<file path="config.mk">
export PLATFORM = sky130hd
export DESIGN_NAME = spw_axil_intr_slave
export DESIGN_NICKNAME = d
export VERILOG_FILES = /design/src/rtl/spw_intr_pkg.sv /design/src/rtl/spw_intr_capture.sv /design/src/rtl/spw_axil_intr_slave.sv
export SDC_FILE = /design/constraint.sdc
export NUM_CORES = 1
export LEC_CHECK = 0
export ABC_AREA = 0
export ABC_CLOCK_PERIOD_IN_PS = 1800
export CAP_MARGIN = 20
export CORE_MARGIN = 3
export CORE_UTILIZATION = 55
export DETAILED_ROUTE_END_ITERATION = 10
export DONT_BUFFER_PORTS = 1
export HOLD_SLACK_MARGIN = 0.15
export PLACE_DENSITY = 0.7
export SLEW_MARGIN = 25
export SYNTH_ARGS = -nofsm -noshare
export SYNTH_HDL_FRONTEND = slang
export SYNTH_HIERARCHICAL = 1
export SYNTH_SLANG_ARGS = --single-unit
</file>
<file path="constraint.sdc">
create_clock -name ACLK -period 1.8 [get_ports ACLK]
set_clock_uncertainty 0.15 [all_clocks]
set_input_delay 0.36 -clock ACLK [delete_from_list [all_inputs] [get_ports ACLK]]
set_output_delay 0.36 -clock ACLK [all_outputs]
set_load 0.05 [all_outputs]
</file>
<file path="src/rtl/spw_intr_pkg.sv">
// Shared constants, FSM state types and byte-lane helper for the SpaceWire
// AXI4-Lite interrupt controller.
package spw_intr_pkg;

    localparam logic [4:0] ADDR_GIE = 5'h00;
    localparam logic [4:0] ADDR_IER = 5'h04;
    localparam logic [4:0] ADDR_ISR = 5'h08;
    localparam logic [4:0] ADDR_IAR = 5'h0C;
    localparam logic [4:0] ADDR_IPR = 5'h10;

    localparam logic [1:0] RESP_OKAY   = 2'b00;
    localparam logic [1:0] RESP_SLVERR = 2'b10;

    typedef enum logic {WR_IDLE, WR_RESP} wr_state_t;
    typedef enum logic {RD_IDLE, RD_DATA} rd_state_t;

    // Expand a 4-bit write strobe into a 32-bit bit mask.
    function automatic logic [31:0] strb_mask(input logic [3:0] strb);
        logic [31:0] m;
        m = '0;
        for (int unsigned b = 0; b < 4; b++) begin
            if (strb[b]) m[b*8 +: 8] = 8'hFF;
        end
        return m;
    endfunction

endpackage

</file>
<file path="src/rtl/spw_intr_capture.sv">
// Per-source interrupt status capture; SPW_INTR_EDGE_EN selects rising-edge
// capture, otherwise sources are level-captured every cycle they are high.
module spw_intr_capture #(
    parameter int W = 1
) (
    input  logic         i_clk,
    input  logic         i_rst,
    input  logic [W-1:0] i_src,
    input  logic [W-1:0] i_clr,
    output logic [W-1:0] o_isr
);

    logic [W-1:0] r_isr;
    logic [W-1:0] w_set;

`ifdef SPW_INTR_EDGE_EN
    logic [W-1:0] r_prev;

    always_ff @(posedge i_clk) begin
        if (i_rst) r_prev <= '0;
        else       r_prev <= i_src;
    end

    assign w_set = i_src & ~r_prev;
`else
    assign w_set = i_src;
`endif

    // Set is OR-ed in after the clear so a same-cycle set always wins.
    always_ff @(posedge i_clk) begin
        if (i_rst) r_isr <= '0;
        else       r_isr <= (r_isr & ~i_clr) | w_set;
    end

    assign o_isr = r_isr;

endmodule

</file>
<file path="src/rtl/spw_axil_intr_slave.sv">
// AXI4-Lite interrupt controller (GIE/IER/ISR/IAR/IPR) with registered irq.
// Build option: define SPW_INTR_EDGE_EN for rising-edge source capture.
module spw_axil_intr_slave
    import spw_intr_pkg::*;
#(
    parameter int C_NUM_INTR         = 1,
    parameter int C_S_AXI_DATA_WIDTH = 32,
    parameter int C_S_AXI_ADDR_WIDTH = 5,
    parameter int C_IRQ_ACTIVE_STATE = 1
) (
    input  logic                            ACLK,
    input  logic                            ARESET,
    input  logic [C_NUM_INTR-1:0]           intr_in,
    input  logic [C_S_AXI_ADDR_WIDTH-1:0]   S_AXI_AWADDR,
    input  logic [2:0]                      S_AXI_AWPROT,
    input  logic                            S_AXI_AWVALID,
    output logic                            S_AXI_AWREADY,
    input  logic [C_S_AXI_DATA_WIDTH-1:0]   S_AXI_WDATA,
    input  logic [C_S_AXI_DATA_WIDTH/8-1:0] S_AXI_WSTRB,
    input  logic                            S_AXI_WVALID,
    output logic                            S_AXI_WREADY,
    output logic [1:0]                      S_AXI_BRESP,
    output logic                            S_AXI_BVALID,
    input  logic                            S_AXI_BREADY,
    input  logic [C_S_AXI_ADDR_WIDTH-1:0]   S_AXI_ARADDR,
    input  logic [2:0]                      S_AXI_ARPROT,
    input  logic                            S_AXI_ARVALID,
    output logic                            S_AXI_ARREADY,
    output logic [C_S_AXI_DATA_WIDTH-1:0]   S_AXI_RDATA,
    output logic [1:0]                      S_AXI_RRESP,
    output logic                            S_AXI_RVALID,
    input  logic                            S_AXI_RREADY,
    output logic                            irq
);

    localparam logic IRQ_ON = (C_IRQ_ACTIVE_STATE != 0);

    wr_state_t              r_wr_state;
    rd_state_t              r_rd_state;
    logic                   r_gie;
    logic [C_NUM_INTR-1:0]  r_ier;
    logic                   r_bvalid;
    logic [1:0]             r_bresp;
    logic                   r_rvalid;
    logic [1:0]             r_rresp;
    logic [31:0]            r_rdata;
    logic                   r_irq;

    logic                   w_wr_hs;
    logic                   w_rd_hs;
    logic [4:0]             w_wr_off;
    logic [4:0]             w_rd_off;
    logic [31:0]            w_wmask;
    logic [31:0]            w_ier_ext;
    logic [31:0]            w_isr_ext;
    logic [31:0]            w_ier_new32;
    logic [31:0]            w_clr32;
    logic [C_NUM_INTR-1:0]  w_clr;
    logic [C_NUM_INTR-1:0]  w_isr;
    logic [31:0]            w_rdata;
    logic [1:0]             w_rresp;
    logic                   w_irq_next;
    logic                   w_unused;

    assign w_wr_off = {S_AXI_AWADDR[4:2], 2'b00};
    assign w_rd_off = {S_AXI_ARADDR[4:2], 2'b00};

    // Ready is combinational so the handshake cycle is the update cycle.
    assign w_wr_hs = !ARESET && (r_wr_state == WR_IDLE) && S_AXI_AWVALID && S_AXI_WVALID;
    assign w_rd_hs = !ARESET && (r_rd_state == RD_IDLE) && S_AXI_ARVALID && !r_rvalid;

    always_comb begin
        w_ier_ext = '0;
        w_isr_ext = '0;
        w_ier_ext[C_NUM_INTR-1:0] = r_ier;
        w_isr_ext[C_NUM_INTR-1:0] = w_isr;
    end

    assign w_wmask     = strb_mask(S_AXI_WSTRB);
    assign w_ier_new32 = (w_ier_ext & ~w_wmask) | (S_AXI_WDATA & w_wmask);
    assign w_clr32     = S_AXI_WDATA & w_wmask;
    assign w_clr       = (w_wr_hs && w_wr_off == ADDR_IAR) ? w_clr32[C_NUM_INTR-1:0] : '0;

    spw_intr_capture #(
        .W (C_NUM_INTR)
    ) u_capture (
        .i_clk (ACLK),
        .i_rst (ARESET),
        .i_src (intr_in),
        .i_clr (w_clr),
        .o_isr (w_isr)
    );

    always_ff @(posedge ACLK) begin
        if (ARESET) begin
            r_wr_state <= WR_IDLE;
            r_bvalid   <= 1'b0;
            r_bresp    <= RESP_OKAY;
            r_gie      <= 1'b0;
            r_ier      <= '0;
        end else begin
            case (r_wr_state)
                WR_IDLE: if (w_wr_hs) begin
                    r_bvalid   <= 1'b1;
                    r_bresp    <= (w_wr_off <= ADDR_IPR) ? RESP_OKAY : RESP_SLVERR;
                    r_wr_state <= WR_RESP;
                    if (w_wr_off == ADDR_GIE && S_AXI_WSTRB[0]) r_gie <= S_AXI_WDATA[0];
                    if (w_wr_off == ADDR_IER) r_ier <= w_ier_new32[C_NUM_INTR-1:0];
                end
                WR_RESP: if (S_AXI_BREADY) begin
                    r_bvalid   <= 1'b0;
                    r_wr_state <= WR_IDLE;
                end
            endcase
        end
    end

    always_comb begin
        w_rdata = '0;
        w_rresp = RESP_OKAY;
        case (w_rd_off)
            ADDR_GIE: w_rdata[0] = r_gie;
            ADDR_IER: w_rdata    = w_ier_ext;
            ADDR_ISR: w_rdata    = w_isr_ext;
            ADDR_IAR: w_rdata    = '0;
            ADDR_IPR: w_rdata    = w_isr_ext & w_ier_ext;
            default:  w_rresp    = RESP_SLVERR;
        endcase
    end

    always_ff @(posedge ACLK) begin
        if (ARESET) begin
            r_rd_state <= RD_IDLE;
            r_rvalid   <= 1'b0;
            r_rdata    <= '0;
            r_rresp    <= RESP_OKAY;
        end else begin
            case (r_rd_state)
                RD_IDLE: if (w_rd_hs) begin
                    r_rvalid   <= 1'b1;
                    r_rdata    <= w_rdata;
                    r_rresp    <= w_rresp;
                    r_rd_state <= RD_DATA;
                end
                RD_DATA: if (S_AXI_RREADY) begin
                    r_rvalid   <= 1'b0;
                    r_rd_state <= RD_IDLE;
                end
            endcase
        end
    end

    assign w_irq_next = r_gie && |(w_isr & r_ier);

    always_ff @(posedge ACLK) begin
        if (ARESET) r_irq <= !IRQ_ON;
        else        r_irq <= w_irq_next ? IRQ_ON : !IRQ_ON;
    end

    assign S_AXI_AWREADY = w_wr_hs;
    assign S_AXI_WREADY  = w_wr_hs;
    assign S_AXI_BVALID  = r_bvalid;
    assign S_AXI_BRESP   = r_bresp;
    assign S_AXI_ARREADY = w_rd_hs;
    assign S_AXI_RVALID  = r_rvalid;
    assign S_AXI_RDATA   = r_rdata;
    assign S_AXI_RRESP   = r_rresp;
    assign irq           = r_irq;

    assign w_unused = &{1'b0, S_AXI_AWPROT, S_AXI_ARPROT, S_AXI_AWADDR[1:0],
                        S_AXI_ARADDR[1:0], w_ier_new32, w_clr32};

endmodule

</file>
======== Word-level counts from Yosys, hierarchy flattened ========
Cells that the tools add are included.
storage, ports and cells
  logic and storage cells ................. 71
  register bits ........................... 44
  output and inout port bits .............. 42
operators by class
  bitwise gates (word level) .............. 11
  $lt $le $gt $ge ......................... 1
  eq/ne operators ......................... 10
  reductions and logical operators ........ 20
  mux-type cells .......................... 18
operators by type and width
  cell                                                  count
  two-way mux 1 bit                                     11
  zero test 5 bit                                       2
  equality test 3 x 2 -> 1 bit (second input constant)  3
  logical AND 1 bit                                     9
  != test 2 bit (second input constant)                 4
  case mux 1 bit (2 select lines)                       4
  AND reduction 2 bit                                   4
  equality test 3 x 1 -> 1 bit (second input constant)  2
  AND reduction 3 bit                                   2
  bitwise AND 1 bit                                     5
  <= comparator 5 bit (second input constant)           1
  OR reduction 5 bit                                    1
  two-way mux 2 bit                                     2
  inverter 1 bit                                        4
  case mux 1 bit (4 select lines)                       1
  equality test 3 bit (second input constant)           1
  zero test 1 bit                                       2
  OR 1 bit                                              2

======== Logic depth before layout (Yosys ltp) ========
Gate-level depths: netlist (run 1).
  word-level depth ........................ 9
  depth in mapped cells ................... 4
  mapped depth without buffers ............ 4

======== By module ========
Netlist (run 1), hierarchy kept.
modules (own cells, without submodules)
  module               times used  cells an instance  area each (um2)
  spw_axil_intr_slave  1           88                 745.7
  spw_intr_capture     1           4                  38.8

======== Worst setup path after synthesis (run 1) ========
No wires, ideal clock.
  path type ............................... flip-flop to flip-flop
  from .................................... register r_rvalid, in the netlist S_AXI_RVALID
  to ...................................... register r_rresp[1], in the netlist S_AXI_RRESP[1]
  slack ................................... -448 ps
  arrival ................................. 2028 ps
  data required time ...................... 1580 ps
  library setup time ...................... 70 ps
  cell stages (with the launch flop) ...... 4
  clock period less this slack ............ 2248 ps
  cell sequence ........................... dfxtp_1 nor4b_2 o211ai_1 a21oi_1
between the ends
  cells in the longest elaborated chain, start to end .. 3
ends and longest elaborated chain
  element                               line                        source
  from (decl)                           spw_axil_intr_slave.sv:44   logic r_rvalid;
  from (signal assigned)                spw_axil_intr_slave.sv:134  r_rvalid <= 1'b0;
  from (signal assigned)                spw_axil_intr_slave.sv:140  r_rvalid <= 1'b1;
  from (signal assigned)                spw_axil_intr_slave.sv:146  r_rvalid <= 1'b0;
  zero test 1 bit                       spw_axil_intr_slave.sv:70   assign w_rd_hs = !ARESET && (r_rd_state == RD_IDLE) && S_AXI_ARVALID && !r_rvalid;
  logical AND 1 bit                     spw_axil_intr_slave.sv:70
  via S_AXI_ARREADY                     spw_axil_intr_slave.sv:28   output logic S_AXI_ARREADY,
  AND reduction 2 bit (no source line)  -
  to (signal assigned)                  spw_axil_intr_slave.sv:142  r_rresp <= w_rresp;
  to (decl)                             spw_axil_intr_slave.sv:45   logic [1:0] r_rresp;
The timed path passes the listed nets, and every way through them passes these cells.
A chain may end at the register's enable or synchronous reset.

======== Worst setup path after layout (run 1) ========
  from .................................... register r_rvalid, in the netlist S_AXI_RVALID
  to ...................................... output S_AXI_ARREADY
between the ends
  cells in the longest elaborated chain, start to end .. 2
ends and longest elaborated chain
  element            line
  zero test 1 bit    spw_axil_intr_slave.sv:70
  logical AND 1 bit  spw_axil_intr_slave.sv:70
  to (decl)          spw_axil_intr_slave.sv:28
No other way between the ends.

==> flow_summary.yaml, run 1 <==
status:
  outcome: "finished, final reports clean"
routing:
  met2_length_um: 746
  drc_errors: 0
  ant_nets: 0
  met1Wirelength_um: 561
  dr.pass1.iters: 3
  wl_per_cell_um: 12.8
  wl_met3_um: 218
  drt-total-wl_um: 1530
  vias: 563
  drt_iter0_drc: 5
  top_layer_used: "met3"
  vias_per_cell: 4.73
timing:
  worst_pin_slew_ps: 508
  holdWs_ps: 156
  finalSetupViolCount: 0
  slew_headroom_pct: 66.1
  post-route-period-util_pct: 96.7
  period_minus_slack_ps: 1740
  slew_viol_final: 0
  rsz0062_at_grt: "no"
  fmax_ghz: 0.575
  tns_ps: 0
  hold_viol_final: 0
floorplan:
  die_w_um: 43.8
  die_area_mm2: 0.00192
  fp.coreArea_mm2: 0.00122
  initial_core_util_pct: 64.5
  die_h_um: 43.8
  ios: 102
  row_count: 12
critical_path:
  arrival_ps: 1230
  cp-start-kind: "register"
  cp_max_fo: 6
  worst_setup_path_end_kind: "primary output"
  critPathKind: "reg2out"
  reg2reg_depth: 3
  critPathRequiredTime_ps: 1290
yosys:
  ys_top_cells_by_area: "buf_4 33%, dfxtp_1 28%, a21oi_1 4.5%, nand2b_1 4.0%, nand4bb_4 3.5%"
  ys_seq_elements: 11
  syn_area_um2: 785
  async_flop_share_pct: 0
  yosys_warnings: 6
  synth_ff_type: "dfxtp_1"
  yosysMostFrequentCell: "buf_4"
  ys_types: 27
  synth_top_area_share_pct: 32.5
  synth_largest_area_cell: "buf_4"
  synth_commonest_cells: "34 x buf_4, 11 x dfxtp_1, 7 x a21oi_1"
  syn_inst: 92
  synth.avg_cell_area_um2: 8.53
  yosysSeqAreaShare_pct: 28.1
  synth-edff-count: 0
cts:
  numClockSinks: 11
  cts_buffers: 3
  cts-root-buf: "clkbuf_4"
  max-clock-path-buffers: 2
  clk_pin_slew_ps: 70
  htreeDepth: 1
  clock_latency_ps: 270
  post_cts_buffers: 0
  tritoncts: "done"
placement:
  dp_cells: 105
  io_buffers: 0
  gp_congestion: 0.701
  place_hpwl_um: 962
cells_and_area:
  area_growth_pct: 5.42
  diodes: 0
  num-nets-final: 166
  drive_gt1_share_pct: 11.4
  fin_cells: 119
power:
  ir_worst_vdd_mv: 0.578
  power.leakage_uw: 0.000369
  power.density_mw_per_mm2: 826
job:
  drv_cap: 0
grt:
  grt_overflow: 0
  first_global_vias: 492
  grt_max_degree: 10
  grt_use_total_pct: 15.6
  antenna_found_initial: 0
  grt_first_pass_wirelength_um: 2200
hold_path:
  hp-class: "in2reg"
  hold-path-cell-count: 2
-- routing by layer --
layer	vias to the layer above	global-route usage, %
met5	-	0
met4	0	0
met3	0	10.8
met2	43	26.7
met1	248	16.7
li1	272	-
-- worst max-delay path: stages (launching register included) --
cell	delay (ps)
dfxtp_2	420
nor4b_4	270
buf_4	260
-- repair_timing --
item,4_1_cts,5_1_grt
hold buffers,10,0
endpoints found under the setup margin,0,0
gates resized for setup,0,0
endpoints found under the hold margin,10,0
-- cells in the final DEF, fill, tap and decap left out, types with 2 or more instances in the layout --
cell           netlist  routed
a21oi_1              7       7
clkbuf_4             0       3
nand2_1              5       5
nor2_1               2       2
mux2_2               2       2
conb_1               1      33
inv_1                5       5
nand2b_1             5       5
o211ai_1             2       2
dlygate4sd3_1        0      10
dfxtp_1             11      10
o21ai_0              2       2
-- worst paths after layout --
| check | from | to | slack [ps] |
|---|---|---|---|
| worst max-delay path | S_AXI_RVALID | S_AXI_ARREADY | 60 |
| worst min-delay path | S_AXI_AWADDR[2] | r_gie | 160 |
| worst max register to register | r_wr_state | register | 290 |
| worst min register to register | register | register | 340 |
-- registers in the layout (all words and copies together) (netlist names), named ones only --
register,count
r_rd_state,1
S_AXI_RRESP,1
S_AXI_RDATA,1
irq,1
u_capture/o_isr,1
S_AXI_BVALID,1
S_AXI_BRESP,1
r_wr_state,1
S_AXI_RVALID,1
r_gie,1
-- stage by stage --
step / power [µW] / area (µm²) / utilization [%] / setup WS, ps
floorplan: 543 / 915 / - / 39.8
global placement: 494 / 701 / 57.6 / 332
detailed placement: 496 / 701 / 57.6 / 318
CTS: 684 / 827 / 68.0 / 56.2
global route: 711 / 827 / 68.0 / 13.3
finish: 683 / 827 / 68.0 / 60.0
-- area by class of cell --
type	count	area [µm²]
Timing Repair Buffer	12	128
Tap cell	14	17.5
Clock buffer	4	26.3
Inverter	5	18.8
Sequential cell	11	221
Multi-Input combinational cell	73	415
Fill cell	100	389
-- cells by family (layout without fill, tap and decap cells) --
group / Yosys count / in the layout / synth area share (%)
buffers and inverters: 40 / 21 / 35.4
AOI/OAI and AO/OA: 16 / 16 / 13.1
and+or+nand+nor: 22 / 22 / 20.1
DFF: 11 / 11 / 28.1
muxes: 2 / 2 / 2.87
other: 1 / 33 / 0.478
-- report_power, final --
part | internal [µW] | switching, µW | total [µW]
sequential | 255 | 30.2 | 285
clock | 85.7 | 81.9 | 168
combinational | 42.6 | 188 | 230
No activity file was read; power rests on OpenSTA's default activity.
==> run 2: changes to the inputs <==
--- a/config.mk
+++ b/config.mk
@@ -13,7 +13,7 @@
 export DETAILED_ROUTE_END_ITERATION = 10
 export DONT_BUFFER_PORTS = 1
 export HOLD_SLACK_MARGIN = 0.15
-export PLACE_DENSITY = 0.7
+export PLACE_DENSITY = 0.78
 export SLEW_MARGIN = 25
 export SYNTH_ARGS = -nofsm -noshare
 export SYNTH_HDL_FRONTEND = slang
==> run 2 against run 1 <==
Final area grew 0.45%. Register-to-register slack about the same. Worst setup slack gained 26 ps. Power increased by 0.17%. Clock power about the same. Combinational power barely moved. Critical path depth grew 1. Final cell count did not move. Clock-buffer cell count did not move. Sequential share of layout area fell by 0.12 points. Non-clock buffer count unchanged. Critical endpoint is now S_AXI_AWREADY. Largest cell class unchanged.
==> flow_summary.yaml, run 2 (synthesized netlist as in run 1, its figures left out) <==
critical_path:
  arrival_ps: 1200
  cp-start-kind: "register"
  critPathRequiredTime_ps: 1290
  worst_setup_path_end_kind: "primary output"
  max_stage_delay_ps: 340
  critPathKind: "reg2out"
  cp_slowest_cell: "dfxtp_1"
  cp_max_fo: 7
  path_cells: "nand4bb_4 -> inv_1 -> buf_12"
timing:
  finalSetupViolCount: 0
  fmax_ghz: 0.583
  post-route-period-util_pct: 95.2
  slew_headroom_pct: 66.0
  worst_pin_slew_ps: 509
  holdWs_ps: 153
  slew_viol_final: 0
  setup_ws_ps: 86.2
  period_minus_slack_ps: 1710
  rsz0062_at_grt: "no"
  hold_viol_final: 0
  tns_ps: 0
hold_path:
  hp-class: "in2reg"
power:
  switching_share_pct: 43.9
  p_comb_share_pct: 33.7
  power.density_mw_per_mm2: 823
  pwr-share-seq_pct: 41.6
  ir_worst_vdd_mv: 0.454
  total_power_uw: 684
  switchingPower_uw: 300
  internal_power_uw: 384
  clkPwrFrac_pct: 24.7
  power.leakage_uw: 0.000370
routing:
  drt-total-wl_um: 1500
  drc_errors: 0
  vias: 579
  wl_per_cell_um: 12.6
  vias_per_cell: 4.87
  dr.pass1.iters: 2
  drt_iter0_drc: 5
  ant_nets: 0
cells_and_area:
  num-nets-final: 166
  area_growth_pct: 5.90
  final_cell_mix: "33 x conb_1, 10 x dfxtp_1, 10 x dlygate4sd3_1"
  layout_commonest_cell: "conb_1"
  diodes: 0
  fin_cells: 119
  drive_gt1_share_pct: 11.4
placement:
  place_ws_ps: 313
  place_hpwl_um: 982
  io_buffers: 0
  gp_congestion: 0.674
  dp_cells: 105
floorplan:
  die_area_mm2: 0.00192
  die_w_um: 43.8
  fp.coreArea_mm2: 0.00122
  initial_core_util_pct: 64.5
  ios: 102
  row_count: 12
  die_h_um: 43.8
grt:
  grt_use_total_pct: 15.6
  grt_max_degree: 10
  first_global_vias: 524
  grt_overflow: 0
  antenna_found_initial: 0
  grt_first_pass_wirelength_um: 2200
cts:
  cts-root-buf: "clkbuf_4"
  numClockSinks: 11
  tritoncts: "done"
  clock_latency_ps: 260
  post_cts_buffers: 0
  max-clock-path-buffers: 2
  clk_pin_slew_ps: 70
  cts_buffers: 3
  htreeDepth: 1
status:
  outcome: "finished, final reports clean"
job:
  drv_cap: 0
==> run 2: cell counts in the layout (fill, tap and decap cells not counted) <==
Identical to the previous run, type by type.
==> run 2: metrics by stage <==
stage / util [%] / cell area, µm²
global route: 68.3 / 831
finish: 68.3 / 831
floorplan: - / 915
detailed placement: 57.6 / 701
CTS: 68.0 / 827
global placement: 57.6 / 701
==> run 2: worst paths after layout <==
path,startpoint,end,slack [ps],depth (start not counted)
setup / recovery,r_wr_state,S_AXI_AWREADY,90,3
hold reg to reg,register,register,340,2
setup reg to reg,r_wr_state,register,300,3
hold / removal,S_AXI_ARADDR[3],S_AXI_RDATA[0],150,3
==> run 2: layout make-up <==
| type | count | area [µm²] |
|---|---|---|
| Multi-Input combinational cell | 73 | 415 |
| Fill cell | 107 | 385 |
| Sequential cell | 11 | 221 |
| Timing Repair Buffer | 12 | 131 |
| Clock buffer | 4 | 26.3 |
| Inverter | 5 | 18.8 |
| Tap cell | 14 | 17.5 |
==> run 2: timing repair <==
action	CTS	global route
hold buffers	10	0
endpoints found under the setup margin	0	1
endpoints found under the hold margin	10	0
resized for setup	0	1
==> run 2: power groups by stage <==
stage,clock [µW],combinational (µW),sequential (µW)
finish,169,231,284
global route,190,242,287
floorplan,0,256,288
global placement,0,204,290
detailed placement,0,205,290
CTS,175,226,284
==> run 2: critical path, delay by kind of cell, from the launching register on <==
family / cells / cell delay [ps]
buffers and inverters: 2 / 320
flip-flops: 1 / 340
AND/OR/NAND/NOR: 1 / 280
==> run 2: metal layers <==
layer,vias to the layer above,share of wire (%),track usage (%)
met2,45,50,26.5
met5,-,0,0
met4,0,0.94,7.23
li1,273,-,-
met3,2,15,8.30
met1,259,34,15.5
